==> src/rtl/fetch_ctrl.sv <==
// -----------------------------------------------------------------------------
// fetch_ctrl -- instruction fetch sequencer
//
// Walks the fetch of one instruction at a time: request a read at the current
// program counter, capture the returned word, present it downstream until it
// is accepted, then pulse the program counter forward and repeat. Fetching a
// word whose opcode equals HALT_OP parks the block in HALT until reset.
//
// Ports
//   clk          in   clock, rising edge active
//   reset        in   synchronous active-low reset
//   start        in   begin fetching (looked at only in IDLE)
//   pc_addr      in   current program-counter value
//   wr_pc        out  one-cycle pulse: advance the program counter
//   imem_addr    out  instruction-memory read address
//   imem_rd      out  instruction-memory read strobe
//   imem_data    in   read data, valid the cycle after imem_rd
//   instr        out  captured instruction
//   instr_valid  out  instr not yet accepted
//   instr_ready  in   downstream accepts instr when instr_valid is high
//   halted       out  HALT_OP was fetched
//   instr_count  out  saturating count of accepted instructions
// -----------------------------------------------------------------------------
module fetch_ctrl #(
    parameter int          ADDR_W  = 11,
    parameter int          INSTR_W = 16,
    parameter logic [4:0]  HALT_OP = 5'b00000
) (
    input  logic               clk,
    input  logic               reset,
    input  logic               start,
    input  logic [ADDR_W-1:0]  pc_addr,
    output logic               wr_pc,
    output logic [ADDR_W-1:0]  imem_addr,
    output logic               imem_rd,
    input  logic [INSTR_W-1:0] imem_data,
    output logic [INSTR_W-1:0] instr,
    output logic               instr_valid,
    input  logic               instr_ready,
    output logic               halted,
    output logic [ADDR_W-1:0]  instr_count
);

    typedef enum logic [2:0] {
        IDLE = 3'd0,
        REQ  = 3'd1,
        WAIT = 3'd2,
        HOLD = 3'd3,
        ADV  = 3'd4,
        HALT = 3'd5
    } state_t;

    localparam logic [ADDR_W-1:0] CNT_MAX = {ADDR_W{1'b1}};
    localparam logic [ADDR_W-1:0] CNT_ONE = {{(ADDR_W-1){1'b0}}, 1'b1};

    state_t               r_state;
    state_t               w_state_nxt;
    logic                 w_capture;
    logic                 w_count_inc;
    logic                 r_wr_pc;
    logic                 r_imem_rd;
    logic                 r_instr_valid;
    logic                 r_halted;
    logic [ADDR_W-1:0]    r_last_addr;
    logic [INSTR_W-1:0]   r_instr;
    logic [ADDR_W-1:0]    r_instr_count;
    logic [4:0]           w_opcode;

    assign w_opcode = imem_data[INSTR_W-1 -: 5];

    // Next-state decode plus the capture / count-enable strobes.
    always_comb begin
        w_state_nxt = r_state;
        w_capture   = 1'b0;
        w_count_inc = 1'b0;
        case (r_state)
            IDLE: begin
                if (start) begin
                    w_state_nxt = REQ;
                end else begin
                    w_state_nxt = IDLE;
                end
            end
            REQ: begin
                w_state_nxt = WAIT;
            end
            WAIT: begin
                w_capture = 1'b1;
                if (w_opcode == HALT_OP) begin
                    w_state_nxt = HALT;
                end else begin
                    w_state_nxt = HOLD;
                end
            end
            HOLD: begin
                if (instr_ready) begin
                    w_state_nxt = ADV;
                    w_count_inc = 1'b1;
                end else begin
                    w_state_nxt = HOLD;
                end
            end
            ADV: begin
                w_state_nxt = REQ;
            end
            HALT: begin
                w_state_nxt = HALT;
            end
            default: begin
                w_state_nxt = IDLE;
            end
        endcase
    end

    // State register and registered outputs; strobes are decoded from the
    // next state so each one is high exactly while the FSM sits in its state.
    always_ff @(posedge clk) begin
        if (!reset) begin
            r_state       <= IDLE;
            r_wr_pc       <= 1'b0;
            r_imem_rd     <= 1'b0;
            r_instr_valid <= 1'b0;
            r_halted      <= 1'b0;
            r_last_addr   <= {ADDR_W{1'b0}};
            r_instr       <= {INSTR_W{1'b0}};
            r_instr_count <= {ADDR_W{1'b0}};
        end else begin
            r_state       <= w_state_nxt;
            r_wr_pc       <= (w_state_nxt == ADV);
            r_imem_rd     <= (w_state_nxt == REQ);
            r_instr_valid <= (w_state_nxt == HOLD);
            r_halted      <= (w_state_nxt == HALT);
            if (r_state == REQ) begin
                r_last_addr <= pc_addr;
            end else begin
                r_last_addr <= r_last_addr;
            end
            if (w_capture) begin
                r_instr <= imem_data;
            end else begin
                r_instr <= r_instr;
            end
            if (w_count_inc && (r_instr_count != CNT_MAX)) begin
                r_instr_count <= r_instr_count + CNT_ONE;
            end else begin
                r_instr_count <= r_instr_count;
            end
        end
    end

    // The PC advances on the same edge that enters REQ, so the read address
    // must follow pc_addr live during REQ; registering it would present the
    // pre-advance value.
    assign imem_addr   = (r_state == REQ) ? pc_addr : r_last_addr;
    assign wr_pc       = r_wr_pc;
    assign imem_rd     = r_imem_rd;
    assign instr       = r_instr;
    assign instr_valid = r_instr_valid;
    assign halted      = r_halted;
    assign instr_count = r_instr_count;

endmodule

==> config.mk <==
export PLATFORM = sky130hd
export DESIGN_NAME = fetch_ctrl
export DESIGN_NICKNAME = d
export VERILOG_FILES = /design/src/rtl/fetch_ctrl.sv
export SDC_FILE = /design/constraint.sdc
export NUM_CORES = 1
export LEC_CHECK = 0
export BUFFER_PORTS_ARGS = -buffer_cell sky130_fd_sc_hd__buf_4
export CAP_MARGIN = 5
export CELL_PAD_IN_SITES_DETAIL_PLACEMENT = 0
export CELL_PAD_IN_SITES_GLOBAL_PLACEMENT = 2
export CORE_MARGIN = 3
export CORE_UTILIZATION = 29
export CTS_BUF_LIST = sky130_fd_sc_hd__clkbuf_4
export CTS_CLUSTER_SIZE = 40
export DETAILED_ROUTE_END_ITERATION = 10
export PLACE_DENSITY = 0.78
export SLEW_MARGIN = 20
export SYNTH_ARGS = -nofsm -noshare
export SYNTH_HDL_FRONTEND = slang
export SYNTH_SLANG_ARGS = --single-unit
==> constraint.sdc <==
create_clock -name clk -period 2.1 [get_ports clk]
set_input_delay 0.21 -clock clk [delete_from_list [all_inputs] [get_ports clk]]
set_output_delay 0.21 -clock clk [all_outputs]
set_load 0.05 [all_outputs]
==> results of run 1 <==
[flip-flops by register name, summed over array words and instances, names as in the netlist]
register / flops
halted: 1
imem_rd: 1
instr: 16
instr_count: 11
instr_valid: 1
r_last_addr: 11
r_state: 3
wr_pc: 1
[synth_stat cells, types with 2 or more instances]
cell,number
a211oi_1,2
a21boi_0,17
a21boi_1,2
a21oi_1,2
and2_1,16
buf_2,4
clkbuf_1,6
dfxtp_1,45
inv_1,3
mux2_2,11
nand2_1,37
nand2b_1,2
nand3_1,5
nor2_1,6
nor2b_1,7
nor3_1,4
o21ai_0,5
o31ai_1,3
or4_1,3
[worst min path at each step]
stage                            start       end  slack (ns)  cells after the start
after floorplan           imem_data[0]  instr[0]        0.35                      2
after global placement        instr[6]  instr[6]        0.45                      2
after detailed placement      instr[1]  instr[1]        0.46                      2
after CTS                 imem_data[4]  instr[4]        0.08                      3
after global routing      imem_data[5]  instr[5]        0.08                      3
final                     imem_data[5]  instr[5]        0.10                      3
[worst max-delay path: stages, from the launching register on]
cell	delay (ns)
dfxtp_2	0.38
nor2b_2	0.17
nor2b_1	0.14
buf_4	0.20
mux2_2	0.36
buf_4	0.19
[cells by family (layout without fill, tap and decap cells)]
group | count (synthesis) | count (layout) | share of synthesized area (%)
xor gates and xnor gates | 1 | 1 | 0.468
buffers and inverters | 14 | 87 | 3.28
muxes | 12 | 12 | 7.16
adders and majority gates | 1 | 1 | 0.669
DFF | 45 | 45 | 48.2
AOI/OAI and AO/OA | 41 | 41 | 16.1
and+or+nand+nor | 87 | 87 | 24.2
[where the power goes]
part | switching, mW | internal, mW | total [mW]
sequential | 0.0182 | 0.893 | 0.911
combinational | 0.252 | 0.152 | 0.404
clock | 0.275 | 0.141 | 0.416
[what timing repair did]
| item | CTS | global route |
|---|---|---|
| endpoints found under the hold margin | 0 | 0 |
| resized for setup | 0 | 3 |
| buffers inserted | 0 | 0 |
| setup endpoints to repair | 0 | 11 |
[metrics by stage]
stage / area, sq um / worst slack (ns) / instances / hold WS, ns / utilization [%]
CTS: 2540 / 0.000996 / 349 / 0.0807 / 41.7
detailed placement: 2480 / 0.401 / 341 / 0.460 / 40.8
floorplan: 1870 / 0.248 / 201 / 0.355 / -
global route: 2540 / 0.00555 / 349 / 0.0756 / 41.7
global placement: 2480 / 0.412 / 341 / 0.451 / 40.8
finish: 2540 / 0.108 / 349 / 0.101 / 41.7
[per-layer routing]
| metal | part of all wire, % | vias up | global-route usage, % |
|---|---|---|---|
| li1 | - | 839 | - |
| met1 | 43 | 747 | 15.4 |
| met4 | 1.3 | 0 | 4.25 |
| met3 | 4.0 | 5 | 2.85 |
| met5 | 0 | - | 0 |
| met2 | 51 | 30 | 21.9 |
[area by class of cell]
class	instances	area [sq um]	share of cell area (%)
Tap cell	75	93.8	3.69
Multi-Input combinational cell	142	911	35.8
Timing Repair Buffer	76	571	22.4
Clock inverter	2	10.0	0.393
Clock buffer	6	45.0	1.77
Sequential cell	45	903	35.5
Inverter	3	11.3	0.442
==> impl_metrics.env, run 1 <==
export IMPL_grt_overflow=0
export IMPL_ys_flop_type="dfxtp_1"
export IMPL_ant_nets=0
export IMPL_die_w_microns=86.3
export IMPL_pwr_density_cell_nw_per_um2=680
export IMPL_synth_top_area_share_pct=48.2
export IMPL_postCtsHoldBufs=0
export IMPL_cts_sinks=45
export IMPL_via_count=1621
export IMPL_cp_end_kind="output port"
export IMPL_cp_start_kind="flop"
export IMPL_dieHeight_microns=86.3
export IMPL_fin_crit_sh_pct=94.8
export IMPL_synth_area_sq_um=1870
export IMPL_total_power_mw=1.73
export IMPL_peakVddDrop_mv=0.234
export IMPL_clockBufferDepth=2
export IMPL_max_freq_ghz=0.502
export IMPL_row_count=28
export IMPL_cts_tree="done"
export IMPL_setup_viol=0
export IMPL_crit_end="imem_addr[8]"
export IMPL_worst_r2r_setup_slack_ns=0.44
export IMPL_rsz0062_at_grt="no"
export IMPL_antenna_found_initial=0
export IMPL_routed_wirelength_microns=4530
export IMPL_fin_crit_ns=1.99
export IMPL_async_flop_share_pct=0
export IMPL_grt_pass1_vias=1536
export IMPL_dpl_hpwl_microns=3380
export IMPL_ios=73
export IMPL_final_nets=305
export IMPL_ys_seq_area_share_pct=48.2
export IMPL_final_setup_tns_ns=0
export IMPL_gr_usage_all_layers_pct=12.6
export IMPL_die_area_sq_um=7450
export IMPL_layout_drive_gt1_share_pct=36.1
export IMPL_r2r_cells=5
export IMPL_firstDrtPassIters=4
export IMPL_crit_fanout=11
export IMPL_synth_largest_area_cell="dfxtp_1"
export IMPL_final_common_cell="buf_4"
export IMPL_clkTransAtPathRegs_ns=0.13
export IMPL_r2r_start="instr_count[0]"
export IMPL_io_buffer_count=72
export IMPL_grt_max_degree=43
export IMPL_cap_violations=0
export IMPL_cts_htree_levels=2
export IMPL_root_buffer="clkbuf_4"
export IMPL_coreArea_sq_um=6100
export IMPL_grt_first_pass_wirelength_microns=7510
export IMPL_wl_per_cell_microns=13.0
export IMPL_path_class="reg2out"
export IMPL_status="complete, no violations"
export IMPL_mostFrequentLayoutCells="buf_4, dfxtp_1, nand2_1, a21boi_0, and2_1"
export IMPL_synth_area_top_cells="dfxtp_1, nand2_1, a21boi_0"
export IMPL_worstMarginPinSlew_ns=0.638
export IMPL_drv_slew=0
export IMPL_synth_edf_count=0
export IMPL_worst_ep_arrival_time_ns=1.78
export IMPL_fillCellCount=649
export IMPL_yosysUniqueCellTypes=40
export IMPL_crit_start="r_state[0]"
export IMPL_hold_class="in2reg"
export IMPL_synth_fp_nets=233
export IMPL_initial_utilization_pct=30.7
export IMPL_diodes=0
export IMPL_reg2reg_to="instr_count[1]"
export IMPL_syn2layout_area_growth_pct=36.1
export IMPL_synth_seq_cells=45
export IMPL_clock_skew_ns=0.00706
export IMPL_netlist_instances=201
export IMPL_report_final_hold_viol_count=0
export IMPL_drt_iter0_markers=29
export IMPL_maxSlewHeadroom_pct=57.5
export IMPL_yosys_warnings=0
export IMPL_required_ns=1.89
export IMPL_p_leak_nw=1.11
export IMPL_drcViolationCount=0
export IMPL_clk_latency_ns=0.35
export IMPL_viasPerCell=4.64
export IMPL_place_gp_congestion=0.709
export IMPL_syn_avg_cell_area_sq_um=9.31
export IMPL_cts_buffers=5
Power figures use the tool's default switching activity.
==> inputs of run 2 (changes only) <==
- REMOVE_ABC_BUFFERS: unset -> 1
==> run 2 against run 1 <==
Against the previous run:
- first-iteration DRC count grew 140%
- maximum frequency grew 0.13%
- cell count grew 0.29%
- register-to-register slack lost 0.10 ns
- largest cell class unchanged
- power grew 2.1%
- via count grew 2.5%
- setup slack gained 0.0026 ns
- combinational power grew 3%
==> impl_metrics.env, run 2 (synthesis gave the netlist of run 1 again) <==
export IMPL_ios=73
export IMPL_grt_overflow=0
export IMPL_mostFrequentLayoutCells="buf_4, dfxtp_1, nand2_1, a21boi_0, and2_1"
export IMPL_report_final_hold_viol_count=0
export IMPL_coreArea_sq_um=6100
export IMPL_grt_max_degree=43
export IMPL_hold_path_cell_count=3
export IMPL_cp_end_kind="output port"
export IMPL_place_area_sq_um=2480
export IMPL_worstMarginPinSlew_ns=0.518
export IMPL_drt_iter0_markers=69
export IMPL_cap_violations=0
export IMPL_setup_ws_ns=0.111
export IMPL_crit_start="r_state[0]"
export IMPL_p_leak_nw=1.13
export IMPL_clk_latency_ns=0.35
export IMPL_final_common_cell="buf_4"
export IMPL_largest_reg_flops=16
export IMPL_drv_slew=0
export IMPL_cts_buffers=5
export IMPL_routed_wirelength_microns=4710
export IMPL_antenna_found_initial=0
export IMPL_rsz0062_at_grt="no"
export IMPL_post_cts_buffers=0
export IMPL_place_gp_congestion=0.681
export IMPL_gr_usage_all_layers_pct=12.7
export IMPL_status="complete, no violations"
export IMPL_die_area_sq_um=7450
export IMPL_diodes=0
export IMPL_min_to="instr[3]"
export IMPL_fin_cells=350
export IMPL_firstDrtPassIters=5
export IMPL_cts_sinks=45
export IMPL_syn2layout_area_growth_pct=37.7
export IMPL_clkTransAtPathRegs_ns=0.12
export IMPL_crit_fanout=5
export IMPL_postLayoutCoreUtil_pct=42.3
export IMPL_io_buffer_count=72
export IMPL_pwr_density_cell_nw_per_um2=686
export IMPL_die_w_microns=86.3
export IMPL_cts_tree="done"
export IMPL_fin_crit_sh_pct=94.7
export IMPL_cp_start_kind="flop"
export IMPL_worstHoldStart="imem_data[3]"
export IMPL_grt_pass1_vias=1499
export IMPL_wl_per_cell_microns=13.5
export IMPL_seq_area_sq_um=906
export IMPL_pre_cts_slack_ns=0.366
export IMPL_final_setup_tns_ns=0
export IMPL_reg2reg_to="instr_count[7]"
export IMPL_maxSlewHeadroom_pct=65.1
export IMPL_dieHeight_microns=86.3
export IMPL_root_buffer="clkbuf_4"
export IMPL_cts_htree_levels=2
export IMPL_clockBufferDepth=2
export IMPL_fin_crit_ns=1.99
export IMPL_layout_drive_gt1_share_pct=36.7
export IMPL_dp_cells=341
export IMPL_r2r_cells=4
export IMPL_worst_ep_arrival_time_ns=1.78
export IMPL_r2r_start="r_state[2]"
export IMPL_initial_utilization_pct=30.7
export IMPL_dpl_hpwl_microns=3280
export IMPL_drcViolationCount=0
export IMPL_final_area_sq_um=2580
export IMPL_viasPerCell=4.75
export IMPL_hold_class="in2reg"
export IMPL_final_nets=306
export IMPL_worst_r2r_setup_slack_ns=0.34
export IMPL_setup_viol=0
export IMPL_hold_ws_ns=0.113
export IMPL_grt_first_pass_wirelength_microns=7520
export IMPL_fillCellCount=652
export IMPL_via_count=1661
export IMPL_row_count=28
export IMPL_required_ns=1.89
export IMPL_ant_nets=0
export IMPL_max_freq_ghz=0.503
export IMPL_multiInputGateArea_sq_um=923
export IMPL_clock_skew_ns=0.0113
export IMPL_path_class="reg2out"
export IMPL_total_power_mw=1.77
export IMPL_peakVddDrop_mv=0.310
-- run 2: cell count changes in the layout (fill, tap and decap cells not counted), sizes merged --
cell / previous run / this run
clkinv: 2 / 0
clkbuf: 6 / 8
buf: 76 / 77
-- run 2: cell type report --
class	count	area share, %
inverters	3	0.437
clock buffers	8	2.33
multi-input cells	142	35.8
well taps	75	3.64
flip-flops and latches	45	35.2
repair buffers	77	22.6
-- run 2: layer usage --
layer | vias to the layer above | wire length, microns | GRT usage (%)
met3 | 5 | 290 | 3.14
li1 | 841 | - | -
met5 | - | 0 | 0
met2 | 54 | 2190 | 19.8
met4 | 0 | 56 | 4.25
met1 | 761 | 2180 | 17.3
-- run 2: power by group --
part	total, mW	switching [mW]	leakage (nW)	internal, mW
logic	0.418	0.257	0.722	0.161
clock network	0.438	0.265	0.0368	0.173
registers	0.912	0.0195	0.366	0.892
total	1.77	0.542	1.13	1.23
-- run 2: how the worst max path moves through the flow --
stage | slack, ns | endpoint
4_1_cts | 0.003 | imem_addr[10]
3_3_place_gp | 0.39 | imem_addr[10]
6_report | 0.11 | imem_addr[10]
2_1_floorplan | 0.14 | r_last_addr[0]
3_5_place_dp | 0.37 | imem_addr[10]
5_1_grt | 0.01 | imem_addr[8]
-- run 2: worst max-delay path: stages (launching register included) --
cell and delay, ns:
dfxtp_4 0.39, nor2b_4 0.16, nor2b_4 0.18, buf_4 0.17
mux2_2 0.35, buf_4 0.19
-- run 2: repair_timing --
item,in CTS,in global routing
pin swaps,0,0
endpoints found under the setup margin,11,11
resized for setup,2,8
cloned,0,1
hold buffers,0,0
